**src/rtl/layer_result_buffer_pkg.sv**
```systemverilog
// layer_result_buffer_pkg: default geometry and fill/drain state encoding
package layer_result_buffer_pkg;
  localparam int DEF_ADDRESS   = 4;
  localparam int DEF_DATAWIDTH = 8;
  localparam int DEF_DATANUM   = 15;
  typedef enum logic {FILL = 1'b0, DRAIN = 1'b1} state_t;
endpackage

```
**src/rtl/layer_result_buffer_ring_pointer.sv**
```systemverilog
// ring_pointer: enable-driven one-hot rotating register with wrap pulse and binary address
module ring_pointer #(
  parameter int N  = 15,
  parameter int AW = 4
) (
  input  logic          clk,
  input  logic          rst_n,
  input  logic          en,
  output logic          wrap,
  output logic [AW-1:0] addr
);
  logic [N-1:0] ptr_q, ptr_d;
  always_comb begin
    ptr_d = en ? {ptr_q[N-2:0], ptr_q[N-1]} : ptr_q;
    addr  = '0;
    for (int i = 0; i < N; i++) addr = ptr_q[i] ? (addr | AW'(i)) : addr;
  end
  assign wrap = en & ptr_q[N-1];
  always_ff @(posedge clk) begin
    if (!rst_n) ptr_q <= N'(1);
    else        ptr_q <= ptr_d;
  end
endmodule

```
**src/rtl/layer_result_buffer.sv**
```systemverilog
// layer_result_buffer: fill-then-drain result store handing one layer's outputs to the next in write order
module layer_result_buffer
  import layer_result_buffer_pkg::*;
#(
  parameter int ADDRESS   = DEF_ADDRESS,
  parameter int DATAWIDTH = DEF_DATAWIDTH,
  parameter int DATANUM   = DEF_DATANUM
) (
  input  logic                 clk,
  input  logic                 rst_n,
  input  logic                 WrEn,
  input  logic [DATAWIDTH-1:0] WrData,
  input  logic                 RdEn,
  output logic [DATAWIDTH-1:0] RdData,
  output logic                 RdValid,
  output logic                 Full,
  output logic                 Empty,
  output logic [ADDRESS-1:0]   WrAddr,
  output logic [ADDRESS-1:0]   RdAddr,
  output logic                 Overflow,
  output logic                 Underflow
);
  state_t state_q, state_d;
  logic [DATAWIDTH-1:0] mem [DATANUM];
  logic [DATAWIDTH-1:0] rd_data_q, rd_data_d;
  logic rd_valid_q, rd_valid_d, full_q, full_d, empty_q, empty_d;
  logic ovf_q, ovf_d, unf_q, unf_d;
  logic wr_ok, rd_ok, wr_wrap, rd_wrap;
  assign wr_ok = WrEn & (state_q == FILL);
  assign rd_ok = RdEn & (state_q == DRAIN);
  ring_pointer #(.N(DATANUM), .AW(ADDRESS)) u_wr_ptr (
    .clk(clk), .rst_n(rst_n), .en(wr_ok), .wrap(wr_wrap), .addr(WrAddr)
  );
  ring_pointer #(.N(DATANUM), .AW(ADDRESS)) u_rd_ptr (
    .clk(clk), .rst_n(rst_n), .en(rd_ok), .wrap(rd_wrap), .addr(RdAddr)
  );
  // illegal-state accesses are dropped but remembered in the sticky flags
  always_comb begin
    state_d    = wr_wrap ? DRAIN : (rd_wrap ? FILL : state_q);
    full_d     = wr_wrap ? 1'b1 : (rd_wrap ? 1'b0 : full_q);
    empty_d    = wr_ok ? 1'b0 : (rd_wrap ? 1'b1 : empty_q);
    rd_data_d  = rd_ok ? mem[RdAddr] : rd_data_q;
    rd_valid_d = rd_ok;
    ovf_d      = ovf_q | (WrEn & (state_q != FILL));
    unf_d      = unf_q | (RdEn & (state_q != DRAIN));
  end
  always_ff @(posedge clk) begin
    if (!rst_n) begin
      state_q    <= FILL;
      rd_data_q  <= '0;
      rd_valid_q <= 1'b0;
      full_q     <= 1'b0;
      empty_q    <= 1'b1;
      ovf_q      <= 1'b0;
      unf_q      <= 1'b0;
    end else begin
      state_q    <= state_d;
      rd_data_q  <= rd_data_d;
      rd_valid_q <= rd_valid_d;
      full_q     <= full_d;
      empty_q    <= empty_d;
      ovf_q      <= ovf_d;
      unf_q      <= unf_d;
    end
  end
  always_ff @(posedge clk) begin
    if (rst_n && wr_ok) mem[WrAddr] <= WrData;
  end
  assign RdData    = rd_data_q;
  assign RdValid   = rd_valid_q;
  assign Full      = full_q;
  assign Empty     = empty_q;
  assign Overflow  = ovf_q;
  assign Underflow = unf_q;
endmodule

```
**config.mk**
```make
export PLATFORM = sky130hd
export DESIGN_NAME = layer_result_buffer
export DESIGN_NICKNAME = d
export VERILOG_FILES = /design/src/rtl/layer_result_buffer_pkg.sv /design/src/rtl/layer_result_buffer_ring_pointer.sv /design/src/rtl/layer_result_buffer.sv
export SDC_FILE = /design/constraint.sdc
export NUM_CORES = 1
export LEC_CHECK = 0
export ABC_AREA = 1
export CELL_PAD_IN_SITES_DETAIL_PLACEMENT = 0
export CELL_PAD_IN_SITES_GLOBAL_PLACEMENT = 2
export CORE_ASPECT_RATIO = 1.1
export CORE_UTILIZATION = 40
export DETAILED_ROUTE_END_ITERATION = 10
export DONT_BUFFER_PORTS = 1
export GPL_TIMING_DRIVEN = 0
export PLACE_DENSITY = 0.8
export SETUP_SLACK_MARGIN = 0.05
export SLEW_MARGIN = 20
export SYNTH_ARGS = -nofsm -noshare
export SYNTH_HDL_FRONTEND = slang
export SYNTH_SLANG_ARGS = --single-unit
```
**constraint.sdc**
```tcl
create_clock -name clk -period 2.4 [get_ports clk]
set_input_delay 0.48 -clock clk [delete_from_list [all_inputs] [get_ports clk]]
set_output_delay 0.48 -clock clk [all_outputs]
set_load 0.1 [all_outputs]
```
==> flow_metrics.py, run 1 <==
metrics = {
    "worst_setup_path": {
        "reg2reg_to": "mem[0][3]$_DFFE_PP_",
        "critPathKind": "reg2out",
        "reg2reg_depth": 5,
        "regToRegSetupSlack_ns": 0.17,
        "cp-end-kind": "output port",
        "required_ns": 1.92,
        "r2r-start": "u_wr_ptr.ptr_q[14]$_SDFFE_PN0P_",
        "worstPathArrival_ns": 1.78,
        "worstPathMaxFanout": 8,
        "crit_path_start_kind": "flip-flop",
    },
    "clocking": {
        "cts_tree": "built",
        "cts.sinks": 163,
        "clockRootBuffer": "clkbuf_16",
        "cts_hold_buffers": 0,
        "cts_buffer_depth": 2,
        "cts_inserted_buffers": 17,
        "clk_latency_ns": 0.43,
        "htree_levels": 4,
        "clkTransAtPathRegs_ns": 0.06,
    },
    "global_route": {
        "grt_usage_pct": 20.4,
        "grt_pass1_wl_mm": 26.6,
        "grt_pass1_vias": 4775,
        "grt_max_degree": 17,
        "grt-ovfl-total": 0,
        "antenna_found_initial": 0,
    },
    "placed_design": {
        "finalWeightedCongestion": 0.781,
        "dp_hpwl_mm": 11.5,
        "port_buffers": 0,
    },
    "detailed_routing": {
        "wirelength_mm": 17.1,
        "drt_iter0_drc": 272,
        "dr_total_vias": 4916,
        "dr.pass1.iters": 5,
        "antenna_left": 0,
        "vias_per_cell": 4.73,
        "drc": 0,
        "wl_per_cell_microns": 16.4,
    },
    "synthesis": {
        "synth-seq-cells": 163,
        "syn_avg_cell_area_sq_um": 9.19,
        "yosysSeqAreaShare_pct": 63.6,
        "syn_nets": 776,
        "ys_types": 22,
        "synth.yosys.warnings": 0,
        "synthesis.area_sq_mm": 0.00702,
        "synth_cells": 764,
    },
    "timing": {
        "fmax_mhz": 443,
        "slew_violations": 0,
        "post-route-period-util_pct": 94.1,
        "finalHoldViolCount": 0,
        "finClkSkew_ns": 0.00687,
        "min_period_ns": 2.26,
        "worst_pin_slew_ns": 0.965,
        "setup_tns_ns": 0,
        "finalSetupViolations": 0,
        "slew_headroom_pct": 35.6,
        "rsz0062_at_grt": "false",
        "whs_ns": 0.146,
    },
    "floorplan": {
        "die_y_microns": 141,
        "initial_core_util_pct": 41.1,
        "core_sq_mm": 0.0171,
        "rows": 50,
        "die_w_microns": 128,
        "die-area_sq_mm": 0.0181,
        "ios": 33,
    },
    "finish": {
        "final.fill_count": 1615,
        "drive_gt1_share_pct": 11.9,
        "syn_to_final_growth_pct": 16.0,
        "diodes": 0,
        "final_net_count": 804,
    },
    "power_and_ir_drop": {
        "power.share.switching_pct": 30.7,
        "ir_drop_mv": 0.520,
        "switchingPower_mw": 2.11,
        "leakagePower_nw": 3.45,
        "internal_power_mw": 4.75,
        "comb_power_share_pct": 19.2,
        "pwr-share-clk_pct": 34.2,
        "pwr-share-seq_pct": 46.6,
        "power-per-cell-area_mw_per_mm2": 841,
    },
    "status": {
        "status": "finished clean",
    },
    "min_path": {
        "hold_depth": 0,
        "hold_class": "in2reg",
        "holdPathEnd": "mem[8][6]$_DFFE_PP_",
        "min_from": "WrData[6]",
    },
    "flow_run": {
        "maxCapViolations": 0,
    },
}
## cells in the mapped netlist
library cell	n	area share, %
edfxtp_1	120	51
nor2_1	106	5.7
clkinv_1	1	0.053
clkbuf_1	12	0.64
nand2_4	2	0.32
dfxtp_1	43	12
nor4_1	1	0.089
nor2_4	2	0.32
inv_2	3	0.16
buf_4	1	0.11
and3_1	3	0.27
inv_1	136	7.3
nor2_2	4	0.36
inv_4	1	0.089
a21oi_1	24	1.7
nand2_1	154	8.2
o21ai_0	44	3.1
nor3_1	5	0.36
nand2_2	1	0.089
nand3_1	83	5.9
buf_6	4	0.64
buf_2	14	1.0
## flip-flops by register name (all words and copies together) (netlist names)
name and count:
u_rd_ptr.ptr_q 15, u_wr_ptr.ptr_q 15, RdData 8, Overflow 1, Empty 1, Full 1
RdValid 1, Underflow 1, mem 120
## power by group through the flow
stage          Clock (mW)  Sequential (mW)  Combinational (mW)
3_3_place_gp            0             3.25                1.19
2_1_floorplan           0             3.24               0.879
5_1_grt              2.51             3.20                1.44
4_1_cts              2.40             3.19                1.29
6_report             2.34             3.20                1.32
3_5_place_dp            0             3.26                1.20
## metrics by stage
step / total power [mW] / setup WS, ns / area, sq um / std cells / utilization, %
after floorplan: 4.12 / 0.104 / 7030 / 764 / -
after global placement: 4.44 / -0.451 / 7320 / 998 / 42.9
after detailed placement: 4.45 / -0.463 / 7320 / 998 / 42.9
after CTS: 6.88 / 0.0731 / 8020 / 1032 / 47.0
after global routing: 7.15 / 0.0566 / 8150 / 1039 / 47.7
final: 6.85 / 0.141 / 8150 / 1039 / 47.7
## cells in the final DEF (no fill, tap or decap), types with 6 or more instances in the layout
master        n
nor2_4       18
o21ai_0      44
buf_2        10
nand2_1     150
inv_1       132
nor2_1       91
dfxtp_1      42
clkbuf_1     13
edfxtp_1    120
nand3_1      81
buf_4         8
clkbuf_16    18
clkinvlp_4    6
clkinv_1      6
a21oi_1      24
## worst max path at each step
stage / from / to
2_1_floorplan: u_wr_ptr.ptr_q[4]$_SDFFE_PN0P_ / mem[10][0]$_DFFE_PP_
3_3_place_gp: u_wr_ptr.ptr_q[7]$_SDFFE_PN0P_ / mem[0][2]$_DFFE_PP_
3_5_place_dp: Full$_SDFFE_PN0P_ / mem[4][2]$_DFFE_PP_
4_1_cts: u_wr_ptr.ptr_q[6]$_SDFFE_PN0P_ / mem[12][3]$_DFFE_PP_
5_1_grt: u_wr_ptr.ptr_q[6]$_SDFFE_PN0P_ / mem[0][0]$_DFFE_PP_
6_report: u_rd_ptr.ptr_q[14]$_SDFFE_PN0P_ / RdAddr[3]
## routing by layer
metal | track usage [%] | routed length (microns) | vias to the layer above
met2 | 31.2 | 7860 | 119
met4 | 9.35 | 303 | 0
met1 | 27.3 | 7750 | 2292
met3 | 4.93 | 1150 | 18
met5 | 0 | 0 | -
li1 | - | - | 2487
## critical path: stages, from the launching register on
cell,delay [ns]
dfxtp_1,0.33
inv_1,0.08
nand2_1,0.05
inv_1,0.07
and3_1,0.17
buf_6,0.14
buf_8,0.11
clkinvlp_4,0.39
## cells by family (layout without fill, tap and decap cells)
family | count (synthesis) | count (layout) | synth area share, %
flops | 163 | 163 | 63.6
buf+inv | 172 | 213 | 9.96
simple gates | 361 | 361 | 21.6
compound gates | 68 | 68 | 4.85
## timing repair
action                                  in CTS  in global routing
buffers inserted                             2                  7
pin swaps                                    2                  5
endpoints found under the hold margin        0                  0
endpoints found under the setup margin     124                101
gates resized for setup                     47                 10
## final cells by class
type	instances	area (sq um)	area share, %
buffer	31	210	2.58
clock buffer	19	433	5.31
clock inverter	13	70.1	0.860
inverter	141	543	6.67
multi-input combinational	429	2020	24.8
sequential	163	4470	54.9
tap	234	293	3.59
timing repair buffer	9	105	1.29
No activity file was read; power rests on OpenSTA's default activity.
==> run 2: changes to the inputs <==
--- a/config.mk
+++ b/config.mk
@@ -9,9 +9,8 @@
 export CELL_PAD_IN_SITES_DETAIL_PLACEMENT = 0
 export CELL_PAD_IN_SITES_GLOBAL_PLACEMENT = 2
 export CORE_ASPECT_RATIO = 1.1
-export CORE_UTILIZATION = 40
+export CORE_UTILIZATION = 38
 export DETAILED_ROUTE_END_ITERATION = 10
-export DONT_BUFFER_PORTS = 1
 export GPL_TIMING_DRIVEN = 0
 export PLACE_DENSITY = 0.8
 export SETUP_SLACK_MARGIN = 0.05
@@ -19,3 +18,4 @@
 export SYNTH_ARGS = -nofsm -noshare
 export SYNTH_HDL_FRONTEND = slang
 export SYNTH_SLANG_ARGS = --single-unit
+export TNS_END_PERCENT = 20
==> run 2 against run 1 <==
First-iteration DRC count down 1.1%. Clock power up 15%. Worst hold slack better by 0.31 ns. Sequential share of layout area down 1.0 points. Largest power group unchanged.
==> flow_metrics.py, run 2 (synthesized netlist as in run 1, its figures left out) <==
metrics = {
    "global_route": {
        "antenna_found_initial": 0,
        "grt_pass1_wl_mm": 27.1,
        "grt_usage_pct": 19.4,
        "grt_max_degree": 17,
        "grt_pass1_vias": 5028,
        "grt-ovfl-total": 0,
    },
    "timing": {
        "rsz0062_at_grt": "true",
        "post-route-period-util_pct": 94.6,
        "finalSetupViolations": 0,
        "fmax_mhz": 441,
        "worst_pin_slew_ns": 0.973,
        "min_period_ns": 2.27,
        "finClkSkew_ns": 0.00829,
        "slew_violations": 0,
        "finalHoldViolCount": 0,
        "whs_ns": 0.456,
        "slew_headroom_pct": 35.4,
        "setup_tns_ns": 0,
    },
    "finish": {
        "final_net_count": 827,
        "layout.cells.non_filler": 1066,
        "largest_register_ffs": 120,
        "mostFrequentLayoutCells": "154 x nand2_1, 136 x inv_1, 120 x edfxtp_1",
        "syn_to_final_growth_pct": 18.1,
        "layout_commonest_cell": "nand2_1",
        "top_regs": "mem (120), u_rd_ptr.ptr_q (15), u_wr_ptr.ptr_q (15)",
        "top_register": "mem",
        "diodes": 0,
        "drive_gt1_share_pct": 10.6,
        "final_area_sq_mm": 0.00829,
    },
    "floorplan": {
        "rows": 51,
        "die_w_microns": 132,
        "core_sq_mm": 0.0179,
        "ios": 33,
        "initial_core_util_pct": 39.3,
        "die_y_microns": 145,
        "die-area_sq_mm": 0.0190,
    },
    "worst_setup_path": {
        "critPathKind": "reg2out",
        "worstPathMaxFanout": 10,
        "reg2reg_depth": 5,
        "cp-end-kind": "output port",
        "crit_path_start_kind": "flip-flop",
        "worstPathArrival_ns": 1.79,
        "required_ns": 1.92,
    },
    "clocking": {
        "cts.sinks": 163,
        "post_cts_buffers": 0,
        "htree_levels": 4,
        "cts_hold_buffers": 0,
        "cts_inserted_buffers": 17,
        "clk_latency_ns": 0.42,
        "cts_buffer_depth": 2,
        "clkTransAtPathRegs_ns": 0.06,
        "clockRootBuffer": "clkbuf_16",
        "cts_tree": "built",
    },
    "detailed_routing": {
        "dr_total_vias": 5069,
        "drc": 0,
        "drt_iter0_drc": 269,
        "wl_met3_microns": 591,
        "route.met2.wl_mm": 8.37,
        "vias_per_cell": 4.76,
        "dr.pass1.iters": 4,
        "dr.max_layer_used": "met4",
        "antenna_left": 0,
        "wirelength_met1_mm": 7.82,
        "wirelength_mm": 17.1,
        "wl_per_cell_microns": 16.0,
    },
    "placed_design": {
        "finalWeightedCongestion": 0.804,
        "port_buffers": 32,
        "dp_hpwl_mm": 12.0,
        "dp_cells": 1034,
        "placed_area_sq_mm": 0.00765,
    },
    "status": {
        "status": "finished clean",
    },
    "min_path": {
        "hold_depth": 2,
        "hold_class": "reg2reg",
    },
    "flow_run": {
        "maxCapViolations": 0,
    },
    "power_and_ir_drop": {
        "ir_drop_mv": 0.404,
        "leakagePower_nw": 3.65,
        "power-per-cell-area_mw_per_mm2": 868,
        "report.power.total_mw": 7.20,
    },
}
run 2: cell count changes in the layout (fill, tap and decap cells not counted), sizes merged:
| cell | before | now |
|---|---|---|
| dlygate4sd2 | 0 | 12 |
| clkdlybuf4s50 | 0 | 11 |
| clkbuf | 32 | 39 |
| clkinv | 11 | 4 |
| clkinvlp | 6 | 0 |
| inv | 137 | 140 |
| clkdlybuf4s15 | 0 | 2 |
| buf | 27 | 26 |
| bufinv | 0 | 1 |
| dlymetal6s2s | 0 | 1 |
run 2: repair_timing:
action / CTS / global route
gates cloned: 0 / 0
pin swaps: 0 / 1
gates resized for setup: 62 / 19
endpoints found under the hold margin: 0 / 0
endpoints found under the setup margin: 60 / 92
run 2: per-layer routing:
layer  up-vias  GRT usage [%]
li1       2531              -
met1      2424           24.0
met2        89           33.7
met3        25           3.89
met4         0           7.10
met5         -              0
run 2: final cells by class:
type | instances | area (sq um)
fillers | 1744 | 9580
flip-flops and latches | 163 | 4460
multi-input cells | 429 | 1930
clock buffers | 28 | 544
inverters | 141 | 532
repair buffers | 32 | 298
well taps | 238 | 298
plain buffers | 31 | 178
clock inverters | 4 | 45.0
run 2: final timing paths:
kind,endpoint,slack [ns],from
min reg2reg,Empty$_SDFFE_PN1P_,0.46,Empty$_SDFFE_PN1P_
max reg2reg,mem[2][1]$_DFFE_PP_,0.30,u_wr_ptr.ptr_q[4]$_SDFFE_PN0P_
max,RdAddr[3],0.13,u_rd_ptr.ptr_q[9]$_SDFFE_PN0P_
min,Empty$_SDFFE_PN1P_,0.46,Empty$_SDFFE_PN1P_
run 2: stage by stage:
stage	util [%]	worst slack (ns)
final	46.4	0.130
after global routing	46.4	-0.0387
after CTS	46.2	0.0167
after detailed placement	42.8	-0.508
after global placement	42.8	-0.455
after floorplan	-	0.104
run 2: where the power goes:
group	switching (mW)	internal (mW)	leakage [nW]	total [mW]
Clock	1.05	1.65	0.296	2.70
Combinational	1.00	0.371	1.92	1.37
Sequential	0.0360	3.09	1.43	3.13
Total	2.09	5.11	3.65	7.20
run 2: critical path: stages (launching register included):
cell and delay [ns]:
dfxtp_1 0.37, nor3_1 0.21, and3_1 0.18, buf_2 0.20, buf_6 0.17, inv_1 0.06, buf_6 0.18
==> run 3: changes to the inputs <==
--- a/config.mk
+++ b/config.mk
@@ -12,10 +12,11 @@
 export CORE_UTILIZATION = 38
 export DETAILED_ROUTE_END_ITERATION = 10
 export GPL_TIMING_DRIVEN = 0
-export PLACE_DENSITY = 0.8
+export PLACE_DENSITY = 0.79
 export SETUP_SLACK_MARGIN = 0.05
 export SLEW_MARGIN = 20
 export SYNTH_ARGS = -nofsm -noshare
 export SYNTH_HDL_FRONTEND = slang
+export SYNTH_HIERARCHICAL = 1
 export SYNTH_SLANG_ARGS = --single-unit
 export TNS_END_PERCENT = 20
==> constraint.sdc (replaced) <==
create_clock -name clk -period 2.6 [get_ports clk]
set_input_delay 0.52 -clock clk [delete_from_list [all_inputs] [get_ports clk]]
set_output_delay 0.52 -clock clk [all_outputs]
set_load 0.1 [all_outputs]
==> run 3 against run 2 <==
Register-to-register slack better by 0.27 ns. Total power is 10% lower. Worst setup slack worse by 0.048 ns. Combinational power is 6% lower. Final area is 2.7% lower. Critical path depth is 1 lower. Critical endpoint is now mem[14][2]$_DFFE_PP_. Largest cell class unchanged. Cell count is 4.1% lower. Flip-flop and latch count stayed put. Clock-buffer cell count is 10 lower.
==> flow_metrics.py, run 3 <==
metrics = {
    "floorplan": {
        "rows": 51,
        "die_w_microns": 130,
        "die_y_microns": 143,
        "initial_core_util_pct": 38.8,
        "die-area_sq_mm": 0.0186,
        "core_sq_mm": 0.0177,
        "ios": 33,
    },
    "finish": {
        "final_area_sq_mm": 0.00806,
        "syn_to_final_growth_pct": 17.4,
        "diodes": 0,
        "final_net_count": 783,
        "top_register": "mem",
        "layout.cells.non_filler": 1022,
        "top_regs": "mem (120), u_rd_ptr/ptr_q (15), u_wr_ptr/ptr_q (15)",
        "drive_gt1_share_pct": 10.8,
        "largest_register_ffs": 120,
        "mostFrequentLayoutCells": "196 x nand2_1, 120 x edfxtp_1, 108 x nor2_1",
        "layout_commonest_cell": "nand2_1",
    },
    "timing": {
        "worst_pin_slew_ns": 0.971,
        "finalSetupViolations": 0,
        "finalHoldViolCount": 0,
        "slew_violations": 0,
        "finClkSkew_ns": 0.00662,
        "fmax_mhz": 397,
        "slew_headroom_pct": 35.1,
        "setup_tns_ns": 0,
        "min_period_ns": 2.52,
        "rsz0062_at_grt": "true",
        "whs_ns": 0.470,
        "fin_ws_ns": 0.0824,
        "post-route-period-util_pct": 96.8,
    },
    "synthesis": {
        "syn_nets": 732,
        "synth_area_leaders": "edfxtp_1 52%, dfxtp_1 13%, nand2_1 11%",
        "synth_most_common_cell": "nand2_1",
        "synth-main-ff-cell": "edfxtp_1",
        "synth_top_area_cell": "edfxtp_1",
        "synthesis.area_sq_mm": 0.00687,
        "ys_types": 22,
        "netlist_top_cells_count": "196 x nand2_1, 123 x nor2_1, 120 x edfxtp_1",
        "synth.yosys.warnings": 6,
        "ys_async_sr_fraction_pct": 0,
        "synth-seq-cells": 163,
        "yosysSeqAreaShare_pct": 65.0,
        "syn_avg_cell_area_sq_um": 9.54,
        "synth_cells": 720,
        "synth_top_area_share_pct": 52.5,
        "synth_edf_count": 120,
    },
    "placed_design": {
        "port_buffers": 32,
        "finalWeightedCongestion": 0.790,
        "placed_area_sq_mm": 0.00748,
        "dp_hpwl_mm": 11.4,
        "pre_cts_slack_ns": -0.625,
        "dp_cells": 990,
    },
    "flow_run": {
        "maxCapViolations": 0,
    },
    "power_and_ir_drop": {
        "comb_power_share_pct": 19.9,
        "power-per-cell-area_mw_per_mm2": 803,
        "leakagePower_nw": 3.35,
        "switchingPower_mw": 1.97,
        "power.share.switching_pct": 30.4,
        "internal_power_mw": 4.51,
        "pwr-share-seq_pct": 44.5,
        "pwr-share-clk_pct": 35.6,
        "ir_drop_mv": 0.468,
    },
    "min_path": {
        "hold_class": "reg2reg",
        "hold_depth": 2,
        "min_from": "Underflow$_SDFF_PN0_",
        "holdPathEnd": "Underflow$_SDFF_PN0_",
    },
    "detailed_routing": {
        "wirelength_mm": 16.4,
        "dr_total_vias": 4768,
        "vias_per_cell": 4.67,
        "drc": 0,
        "dr.pass1.iters": 5,
        "wl_per_cell_microns": 16.1,
        "drt_iter0_drc": 300,
        "antenna_left": 0,
    },
    "global_route": {
        "grt_usage_pct": 19.4,
        "met1_usage_pct": 23.3,
        "grt_pass1_vias": 4748,
        "grt_most_used_layer": "met2",
        "grt-ovfl-total": 0,
        "grt_max_degree": 17,
        "grt_pass1_wl_mm": 25.7,
        "antenna_found_initial": 0,
        "met2_usage_pct": 32.6,
        "grt_util_met3_pct": 4.42,
    },
    "worst_setup_path": {
        "cp_slowest_cell": "clkdlybuf4s50_1",
        "crit_chain": "clkdlybuf4s50_1 -> inv_1 -> nor2_1 -> nand3_1 -> nor2_2",
        "crit_path_start_kind": "primary input",
        "critPathKind": "in2reg",
        "reg2reg_depth": 12,
        "worstPathArrival_ns": 2.58,
        "max_stage_delay_ns": 0.75,
        "worstPathMaxFanout": 14,
        "required_ns": 2.66,
        "regToRegSetupSlack_ns": 0.57,
        "cp-end-kind": "flip-flop",
        "r2r-start": "u_rd_ptr/ptr_q[14]$_SDFFE_PN0P_",
        "reg2reg_to": "RdData[1]$_SDFFE_PN0P_",
    },
    "clocking": {
        "cts_inserted_buffers": 17,
        "cts_hold_buffers": 0,
        "cts_buffer_depth": 2,
        "clkTransAtPathRegs_ns": 0.06,
        "clockRootBuffer": "clkbuf_16",
        "cts_tree": "built",
        "post_cts_buffers": 0,
        "htree_levels": 4,
        "clk_latency_ns": 0.42,
        "cts.sinks": 163,
    },
    "status": {
        "status": "finished clean",
    },
}
## run 3: cell types whose count changed after synthesis, moves of 9 or more
cell,change
o21ai_1,+9
o21ai_0,-21
nor2_1,+17
a21oi_1,-19
nand2_1,+42
inv_1,-67
clkbuf_1,-9
## run 3: area by class of cell
| cell class | count | area, sq um |
|---|---|---|
| Fill cell | 1705 | 9610 |
| Sequential cell | 163 | 4460 |
| Multi-Input combinational cell | 451 | 1940 |
| Clock buffer | 18 | 429 |
| Tap cell | 238 | 298 |
| Timing Repair Buffer | 32 | 293 |
| Inverter | 75 | 287 |
| Buffer | 31 | 239 |
| Clock inverter | 14 | 115 |
## run 3: per-layer routing
| metal | vias to the layer above | wire length, microns |
|---|---|---|
| met3 | 32 | 674 |
| met2 | 116 | 8100 |
| met4 | 0 | 519 |
| li1 | 2422 | - |
| met5 | - | 0 |
| met1 | 2198 | 7120 |
## run 3: how the worst max path moves through the flow
| stage | startpoint | end | slack, ns |
|---|---|---|---|
| after floorplan | u_wr_ptr/ptr_q[11]$_SDFFE_PN0P_ | mem[13][0]$_DFFE_PP_ | 0.33 |
| after global placement | rst_n | mem[10][4]$_DFFE_PP_ | -0.55 |
| after detailed placement | rst_n | mem[10][6]$_DFFE_PP_ | -0.62 |
| after CTS | rst_n | mem[5][6]$_DFFE_PP_ | 0.005 |
| after global routing | rst_n | mem[2][1]$_DFFE_PP_ | -0.08 |
| final | rst_n | mem[14][2]$_DFFE_PP_ | 0.08 |
## run 3: cells by family after synthesis
| kind of cell | share of synthesized area, % |
|---|---|
| AO/OA/AOI/OAI | 2.70 |
| buffers and inverters | 7.65 |
| flip-flops | 65.0 |
| AND/OR/NAND/NOR | 24.6 |
## run 3: critical path, delay by kind of cell
| family | cells | cell delay, ns |
|---|---|---|
| buffers and inverters | 2 | 0.98 |
| and+or+nand+nor | 3 | 1.07 |
## run 3: power groups by stage
stage	sequential [mW]	clock, mW	combinational [mW]
after global routing	2.89	2.47	1.41
final	2.88	2.31	1.29
after floorplan	3.00	0	0.844
after detailed placement	2.94	0	1.30
after global placement	2.94	0	1.30
after CTS	2.88	2.36	1.30
## run 3: per-stage QoR
step                power [mW]  utilization [%]
floorplan                 3.84                -
global placement          4.24             42.3
detailed placement        4.24             42.3
CTS                       6.54             45.5
global route              6.78             45.6
finish                    6.48             45.6
## run 3: timing repair
item | CTS | global route
gates cloned | 0 | 0
endpoints found under the setup margin | 96 | 111
resized for setup | 20 | 23
